$ cat config.mk
export PLATFORM = sky130hd
export DESIGN_NAME = sp_ram_arbiter
export DESIGN_NICKNAME = d
export VERILOG_FILES = /design/src/rtl/sp_ram_arbiter_pkg.sv /design/src/rtl/sp_ram_arbiter_model.sv /design/src/rtl/sp_ram_arbiter.sv
export SDC_FILE = /design/constraint.sdc
export NUM_CORES = 2
export LEC_CHECK = 0
export CAP_MARGIN = 15
export CORE_UTILIZATION = 45
export DETAILED_ROUTE_END_ITERATION = 16
export PLACE_DENSITY_LB_ADDON = 0.08
export SYNTH_ARGS = -nofsm -noshare
export SYNTH_HDL_FRONTEND = slang
export SYNTH_SLANG_ARGS = --single-unit
export TNS_END_PERCENT = 10
$ cat constraint.sdc
create_clock -name CLK -period 17.32 [get_ports CLK]
set_input_delay 3.464 -clock CLK [delete_from_list [all_inputs] [get_ports CLK]]
set_output_delay 3.464 -clock CLK [all_outputs]
set_load 0.005 [all_outputs]
$ cat src/rtl/sp_ram_arbiter_pkg.sv
// Shared memory-library definitions: arbiter FSM encoding and requester count.
package sp_ram_arbiter_pkg;

   localparam int NUM_REQ = 2;

   typedef enum logic {
      INIT = 1'b0,
      RUN  = 1'b1
   } arb_state_t;

endpackage

$ cat src/rtl/sp_ram_arbiter_model.sv
// Single-port synchronous RAM with per-bit write mask and registered read data.
module sp_ram_model #(
   parameter int ADDR_WIDTH = 6,
   parameter int DATA_WIDTH = 32
) (
   input  logic                  clk,
   input  logic                  ce,
   input  logic                  we,
   input  logic [ADDR_WIDTH-1:0] addr,
   input  logic [DATA_WIDTH-1:0] wdata,
   input  logic [DATA_WIDTH-1:0] bw,
   output logic [DATA_WIDTH-1:0] rdata
);

   logic [DATA_WIDTH-1:0] mem [2**ADDR_WIDTH];

   // Unreset storage; a write merges masked bits, a read returns data next cycle.
   always_ff @(posedge clk) begin
      if (ce) begin
         if (we) begin
            mem[addr] <= (wdata & bw) | (mem[addr] & ~bw);
         end else begin
            rdata <= mem[addr];
         end
      end
   end

endmodule

$ cat src/rtl/sp_ram_arbiter.sv
// Two-requester round-robin front end for a single-port RAM, with a post-reset clear sweep.
module sp_ram_arbiter
   import sp_ram_arbiter_pkg::*;
#(
   parameter int ADDR_WIDTH = 6,
   parameter int DATA_WIDTH = 32
) (
   input  logic                          CLK,
   input  logic                          RST_N,
   output logic                          INIT_DONE,
   input  logic [NUM_REQ-1:0]            REQ_VALID,
   output logic [NUM_REQ-1:0]            REQ_READY,
   input  logic [NUM_REQ-1:0]            REQ_WE,
   input  logic [NUM_REQ*ADDR_WIDTH-1:0] REQ_ADDR,
   input  logic [NUM_REQ*DATA_WIDTH-1:0] REQ_WDATA,
   input  logic [NUM_REQ*DATA_WIDTH-1:0] REQ_BW,
   output logic [NUM_REQ-1:0]            RSP_VALID,
   output logic [DATA_WIDTH-1:0]         RSP_DATA
);

   localparam logic [ADDR_WIDTH-1:0] LAST_ADDR = '1;

   arb_state_t            state, state_next;
   logic [ADDR_WIDTH-1:0] cnt;
   logic                  prio;
   logic [NUM_REQ-1:0]    grant;
   logic [NUM_REQ-1:0]    rsp_q;
   logic                  sel;
   logic                  ram_ce, ram_we;
   logic [ADDR_WIDTH-1:0] ram_addr;
   logic [DATA_WIDTH-1:0] ram_wdata, ram_bw, ram_rdata;

   always_ff @(posedge CLK) begin
      if (!RST_N) begin
         state <= INIT;
         cnt   <= '0;
         prio  <= 1'b0;
         rsp_q <= '0;
      end else begin
         state <= state_next;
         if (state == INIT && cnt != LAST_ADDR) begin
            cnt <= cnt + 1'b1;
         end
         // prio names the requester that wins a tie next time
         if (|grant) begin
            prio <= grant[0];
         end
         rsp_q <= grant & ~REQ_WE;
      end
   end

   always_comb begin
      state_next = state;
      grant      = '0;
      sel        = 1'b0;
      ram_ce     = 1'b0;
      ram_we     = 1'b0;
      ram_addr   = '0;
      ram_wdata  = '0;
      ram_bw     = '0;
      case (state)
         INIT: begin
            ram_ce   = 1'b1;
            ram_we   = 1'b1;
            ram_addr = cnt;
            ram_bw   = '1;
            if (cnt == LAST_ADDR) begin
               state_next = RUN;
            end
         end
         RUN: begin
            if (&REQ_VALID) begin
               grant = prio ? 2'b10 : 2'b01;
            end else begin
               grant = REQ_VALID;
            end
            sel       = grant[1];
            ram_ce    = |grant;
            ram_we    = sel ? REQ_WE[1] : REQ_WE[0];
            ram_addr  = sel ? REQ_ADDR[2*ADDR_WIDTH-1:ADDR_WIDTH] : REQ_ADDR[ADDR_WIDTH-1:0];
            ram_wdata = sel ? REQ_WDATA[2*DATA_WIDTH-1:DATA_WIDTH] : REQ_WDATA[DATA_WIDTH-1:0];
            ram_bw    = sel ? REQ_BW[2*DATA_WIDTH-1:DATA_WIDTH] : REQ_BW[DATA_WIDTH-1:0];
         end
         default: begin
            state_next = INIT;
         end
      endcase
   end

   sp_ram_model #(
      .ADDR_WIDTH(ADDR_WIDTH),
      .DATA_WIDTH(DATA_WIDTH)
   ) u_ram (
      .clk  (CLK),
      .ce   (ram_ce),
      .we   (ram_we),
      .addr (ram_addr),
      .wdata(ram_wdata),
      .bw   (ram_bw),
      .rdata(ram_rdata)
   );

   assign REQ_READY = grant;
   assign INIT_DONE = (state == RUN);
   // A response in flight is suppressed as soon as reset is driven low
   assign RSP_VALID = rsp_q & {NUM_REQ{RST_N}};
   assign RSP_DATA  = ram_rdata;

endmodule
## Word level (Yosys, flattened, before mapping)

Memories as Yosys holds them, arrays and structs flattened.
Index checks and enable logic that the tools add are counted.

- Bits in registers: 42
- RAM bits: 2048
- Input port bits: 146
- Output and inout port bits: 37
- Logic and storage cells: 41
- Memories: 1

Memory list:

| memory | words | width | rd ports | clocked after memory_dff | wr ports | line | RTL |
|---|---|---|---|---|---|---|---|
| u_ram.mem | 64 | 32 | 1 | 0 | 1 | sp_ram_arbiter_model.sv:15 | `logic [DATA_WIDTH-1:0] mem [2**ADDR_WIDTH];` |

- Add/sub/neg operators: 1
- Equality and inequality tests: 2
- Multiplexer cells: 18
- Bitwise gates (word level): 9
- Reduce and logical (&&, ||, !) cells: 5

Operator list:

| kind | count |
|---|---|
| 2-to-1 mux 32 bit | 3 |
| bitwise AND 32 bit | 2 |
| one-hot mux 32 bit (2 select lines) | 1 |
| inverter 32 bit | 1 |
| OR 32 bit | 1 |
| one-hot mux 6 bit (2 select lines) | 1 |
| 2-to-1 mux 2 bit | 4 |
| adder 6 x 1 -> 6 bit, second input constant | 1 |
| == test 6 bit, second input constant | 1 |
| 2-to-1 mux 1 bit | 6 |
| 2-to-1 mux 6 bit | 1 |
| inequality test 6 bit, second input constant | 1 |
| bitwise AND 2 bit | 2 |
| one-hot mux 1 bit (2 select lines) | 2 |
| AND reduction 2 bit | 2 |
| OR reduction 2 bit | 2 |
| inverter 1 bit | 2 |
| inverter 2 bit | 1 |
| logical AND 1 bit | 1 |

## Depth between registers and ports, before layout

- Depth in word-level cells: 8
- Depth in mapped cells: 15
- Depth with buffers taken out: 9

## Modules after synthesis

From an unflattened synthesis, not the netlist that was laid out.

- Cell total of the unflattened synthesis: 4747
- Area, all modules: 82362.7 um2

By module, submodules not included:

| module | instances | cells each | area each (um2) | sequential area each (um2) |
|---|---|---|---|---|
| sp_ram_model | 1 | 4596 | 81051.5 | 62459.9 |
| sp_ram_arbiter | 1 | 151 | 1311.3 | 200.2 |

## Least setup slack after synthesis

No wires, ideal clock.

- Path type: input to register
- From: input port REQ_VALID[1]
- To: memory u_ram.mem[0][19], data pin
- Setup time: 588 ps
- Arrival time: 7782 ps
- Data required time: 16732 ps
- Path slack: 8950 ps
- Cell stages on the path: 14
- Path buffers: 5
- Path through: buf_2 -> nand2_1 -> o32a_2 -> a211oi_2 -> buf_2 -> buf_4 -> buf_2 -> buf_2 -> a22oi_1 -> o21ai_0 -> nand2_1 -> a31oi_1 -> nor4_1 -> a31oi_1

- Longest elaborated chain between the ends: 8
- Elaborated cells on any way between the ends: 14
- Classes of those cells: mux: 8; bitwise: 4; reduce/logical: 1; memory: 1

Ends and longest elaborated chain:

| element | line | RTL |
|---|---|---|
| start: declaration | sp_ram_arbiter.sv:11 | `input logic [NUM_REQ-1:0] REQ_VALID,` |
| AND reduction 2 bit | sp_ram_arbiter.sv:72 | `if (&REQ_VALID) begin` |
| 2-to-1 mux 2 bit (*) | sp_ram_arbiter.sv:72 |  |
| 2-to-1 mux 2 bit (*) | sp_ram_arbiter.sv:61 | `case (state)` |
| 2-to-1 mux 6 bit or 2-to-1 mux 32 bit (tied branches) | sp_ram_arbiter.sv:80, sp_ram_arbiter.sv:82 |  |
| one-hot mux 6 bit (2 select lines) or one-hot mux 32 bit (2 select lines) (tied branches) | sp_ram_arbiter.sv:61 |  |
| memory read (64 x 32 bit) or inverter 32 bit (tied branches) | -- |  |
| bitwise AND 32 bit | sp_ram_arbiter_model.sv:21 | `mem[addr] <= (wdata & bw) \| (mem[addr] & ~bw);` |
| OR 32 bit (*) | sp_ram_arbiter_model.sv:21 |  |
| end: declaration | sp_ram_arbiter_model.sv:15 |  |

Every way passes the cells marked *; elsewhere a longest branch is shown, timed or not. The select of a mux whose other input is x is not followed.

## Worst setup path in the final report

- From: input port REQ_VALID[1]
- To: memory u_ram.mem[2][24], data pin

The elaborated chain is that of the path after synthesis.

==> summary.md <==
| Metric | Value |
|---|---|
| CP Class | in2reg |
| Area leader, netlist | edfxtp_1 |
| Flop-to-flop setup slack | 10210 ps |
| First-pass GRT wire length | 406000 um |
| Final Hold Viols | 0 |
| Fin crit share | 0.569 |
| Later-pin clock latency in the skew report | 860 ps |
| Detail Route Antenna Nets | 0 |
| Clock root buffer | clkbuf_16 |
| Floorplan row count | 154 |
| Hold WC Path Type | reg2reg |
| Share of cells above drive strength 1 | 0.132 |
| Die area | 180000 um^2 |
| Vias in the first global route | 47000 |
| CTS max path bufs | 3 |
| Mapped Cells | 4735 |
| Final wirelength | 301000 um |
| Die W | between 400 and 500 um |
| CP required | 17870 ps |
| Crit path launch type | primary input |
| Clock-pin slew on the worst setup and hold paths | 60 ps |
| P&R area growth vs syn | 15.4% |
| CTS tree | done |
| Critical path's slowest cell | clkdlybuf4s50_1 |
| Pleak | roughly 30 nW |
| Fmax | 102 MHz |
| Critical path arrival | 10400 ps |
| Post-Place Cells | ~7100 |
| Nets | 5132 |
| Postcts setup bufs | 0 |
| PD cells | 116 nW/um^2 |
| Vias per cell | 6.82 |
| Crit-path max FO | 55 |
| Status | complete, no violations |
| Final setup viols | 0 |
| Most common cell after layout, fill and taps aside | edfxtp_1 |
| Seq/Total Area, Yosys | 0.781 |
| Area of the mapped netlist | 80300 um^2 |
| Die Y | 424 um |
| Post-route minimum period | 9850 ps |
| TritonCTS Sinks | 2090 |
| Core Util, Final | 0.524 |
| Register area | approximately 63000 um^2 |
| Max Clock Skew | 40.4 ps |
| Largest cells by area after synthesis | edfxtp_1 78%, a221oi_1 3.5%, mux2i_1 1.5% |
| Max-slew violations | 0 |
| Ys flop type | edfxtp_1 |
| H-tree depth | 4 |
| GRT overflow | 0 |
| Via Count | 51200 |
| Share of the synthesized area in the top cell type | 0.778 |
| Worst path cell trace | clkdlybuf4s50_1 -> nand2_1 -> o32a_2 -> a211oi_4 -> buf_4 -> buf_4 -> buf_4 -> a221oi_1 -> a21oi_1 -> o21ai_0 -> o2111ai_1 -> buf_4 -> or4_1 -> o2111a_2 -> buf_4 |
| Initial core utilization | 0.454 |
| Worst Max-Slew Pin Slew | 1310 ps |
| Iteration-0 DRC Markers | 7829 |
| Hold_buf cts | 0 |
| Crit-path max cell delay | about 980 ps |
| Register bit total from synthesis | 2090 |
| CTS Buf Count | 211 |
| Commonest cells after routing, fill and taps aside | 2080 x edfxtp_1, 325 x a221oi_1, 269 x nand2_1 |
| Slew headroom | 0.128 |
| Remaining DRCs | 0 |
| EDFF count, synth | 2080 |
| PortBufs | 182 |
| Hpwl dp | 166000 um |
| CP dominant cell by count | buf_4 |
| Max cap viols | 0 |
| RSZ-0062 raised after global routing | false |
| Final cell count without fillers | 7506 |
| GRT Total Usage | 0.330 |
| CORE AREA | 177000 um^2 |
| Largest net degree at the start of global routing | 119 |
| Syn_nets | between 4000 and 5000 |
| Multi-input logic area | 16700 um^2 |
| Worst setup EP type | register |
| Filler cells | 14300 |
| Pre-Repair DR Iteration Count | 8 |
| RD Place Congestion | 0.854 |
| Dpl ws | around 6700 ps |
| Asr flop ratio synth | 0 |
| Mean post-synth cell area | 17.0 um^2 |
| Worst VDD drop | roughly 97 uV |
| Final TNS setup | 0 ps |
| Unique masters post-synth | 81 |
| Total power | 10.8 mW |
| Post-CTS Resized | 0 |
| IO Pins | around 180 |
| WL/cell | between 40 and 50 um |
| Initial antenna violation count | 13 |
| Yosys warnings | 0 |
| Final WS setup | 7470 ps |
==> critical path, delay by kind of cell <==
family	cells	cell delay [ps]
AOI/OAI and AO/OA	7	2550
buffers and inverters	6	3690
and+or+nand+nor	2	500
==> Yosys cell counts, drive strengths merged, types with 14 or more instances <==
cell,n
nand4,23
a32o,18
mux4,15
o2111a,25
a221o,72
a32oi,19
o31ai,20
o21ai,101
o32ai,17
a22o,76
o2bb2ai,19
a2bb2oi,14
o221ai,14
nand3b,48
mux2i,120
clkbuf,166
nand2,274
nor3,21
a21oi,160
o31a,14
a31oi,40
mux2,15
and3,26
a222oi,53
a211oi,53
edfxtp,2080
nor2,252
a22oi,150
nand3,49
o2111ai,26
a21o,22
buf,191
o22ai,91
a221oi,325
==> area by class of cell <==
class	count	area share
inverters	10	0.000405
repair buffers	394	0.0389
multi-input cells	2278	0.180
well taps	2340	0.0316
diodes	3	0.0000811
clock inverters	128	0.0122
flip-flops and latches	2090	0.677
clock buffers	263	0.0598
==> routing by layer <==
| layer | track usage | vias to the layer above | share of wire |
|---|---|---|---|
| met4 | 0.141 | 8 | 0.047 |
| met5 | 0 | - | 0.00017 |
| met3 | 0.0679 | 540 | 0.11 |
| li1 | - | 20300 | - |
| met2 | 0.494 | 3396 | 0.45 |
| met1 | 0.468 | 26900 | 0.40 |
==> worst paths after layout <==
kind,endpoint,cells after the start,from
max reg2reg,u_ram.mem[2][24],16,INIT_DONE
min,cnt[4],2,cnt[4]
min reg2reg,cnt[4],2,cnt[4]
max,u_ram.mem[2][24],15,REQ_VALID[1]
==> kinds of logic after synthesis <==
group,count (synthesis),synth area share
adders and majority gates,1,0.000156
xor gates and xnor gates,4,0.000437
buffers and inverters,367,0.0209
AOI/OAI and AO/OA,1390,0.136
muxes,150,0.0213
and+or+nand+nor,733,0.0407
DFF,2090,0.781
==> power breakdown <==
part / leakage, nW / switching (mW) / internal, mW
logic: 6.61 / 0.564 / 0.233
clock network: 3.23 / 1.97 / 2.48
registers: 20.2 / 0.00717 / 5.51
total: 30.0 / 2.54 / 8.22
==> per-stage QoR <==
stage | hold slack, ps | instance area (um^2)
after detailed placement | 533 | 85800
after global routing | 582 | 92600
final | 539 | 92600
after global placement | 520 | 85700
after CTS | 543 | 92500
after floorplan | 484 | 80300
==> sequential cells by signal, indices dropped and copies added (netlist names) <==
name         flops
u_ram.mem     2048
u_ram.rdata     32
cnt              6
rsp_q            2
INIT_DONE        1
prio             1
No activity file was read; power rests on OpenSTA's default activity.
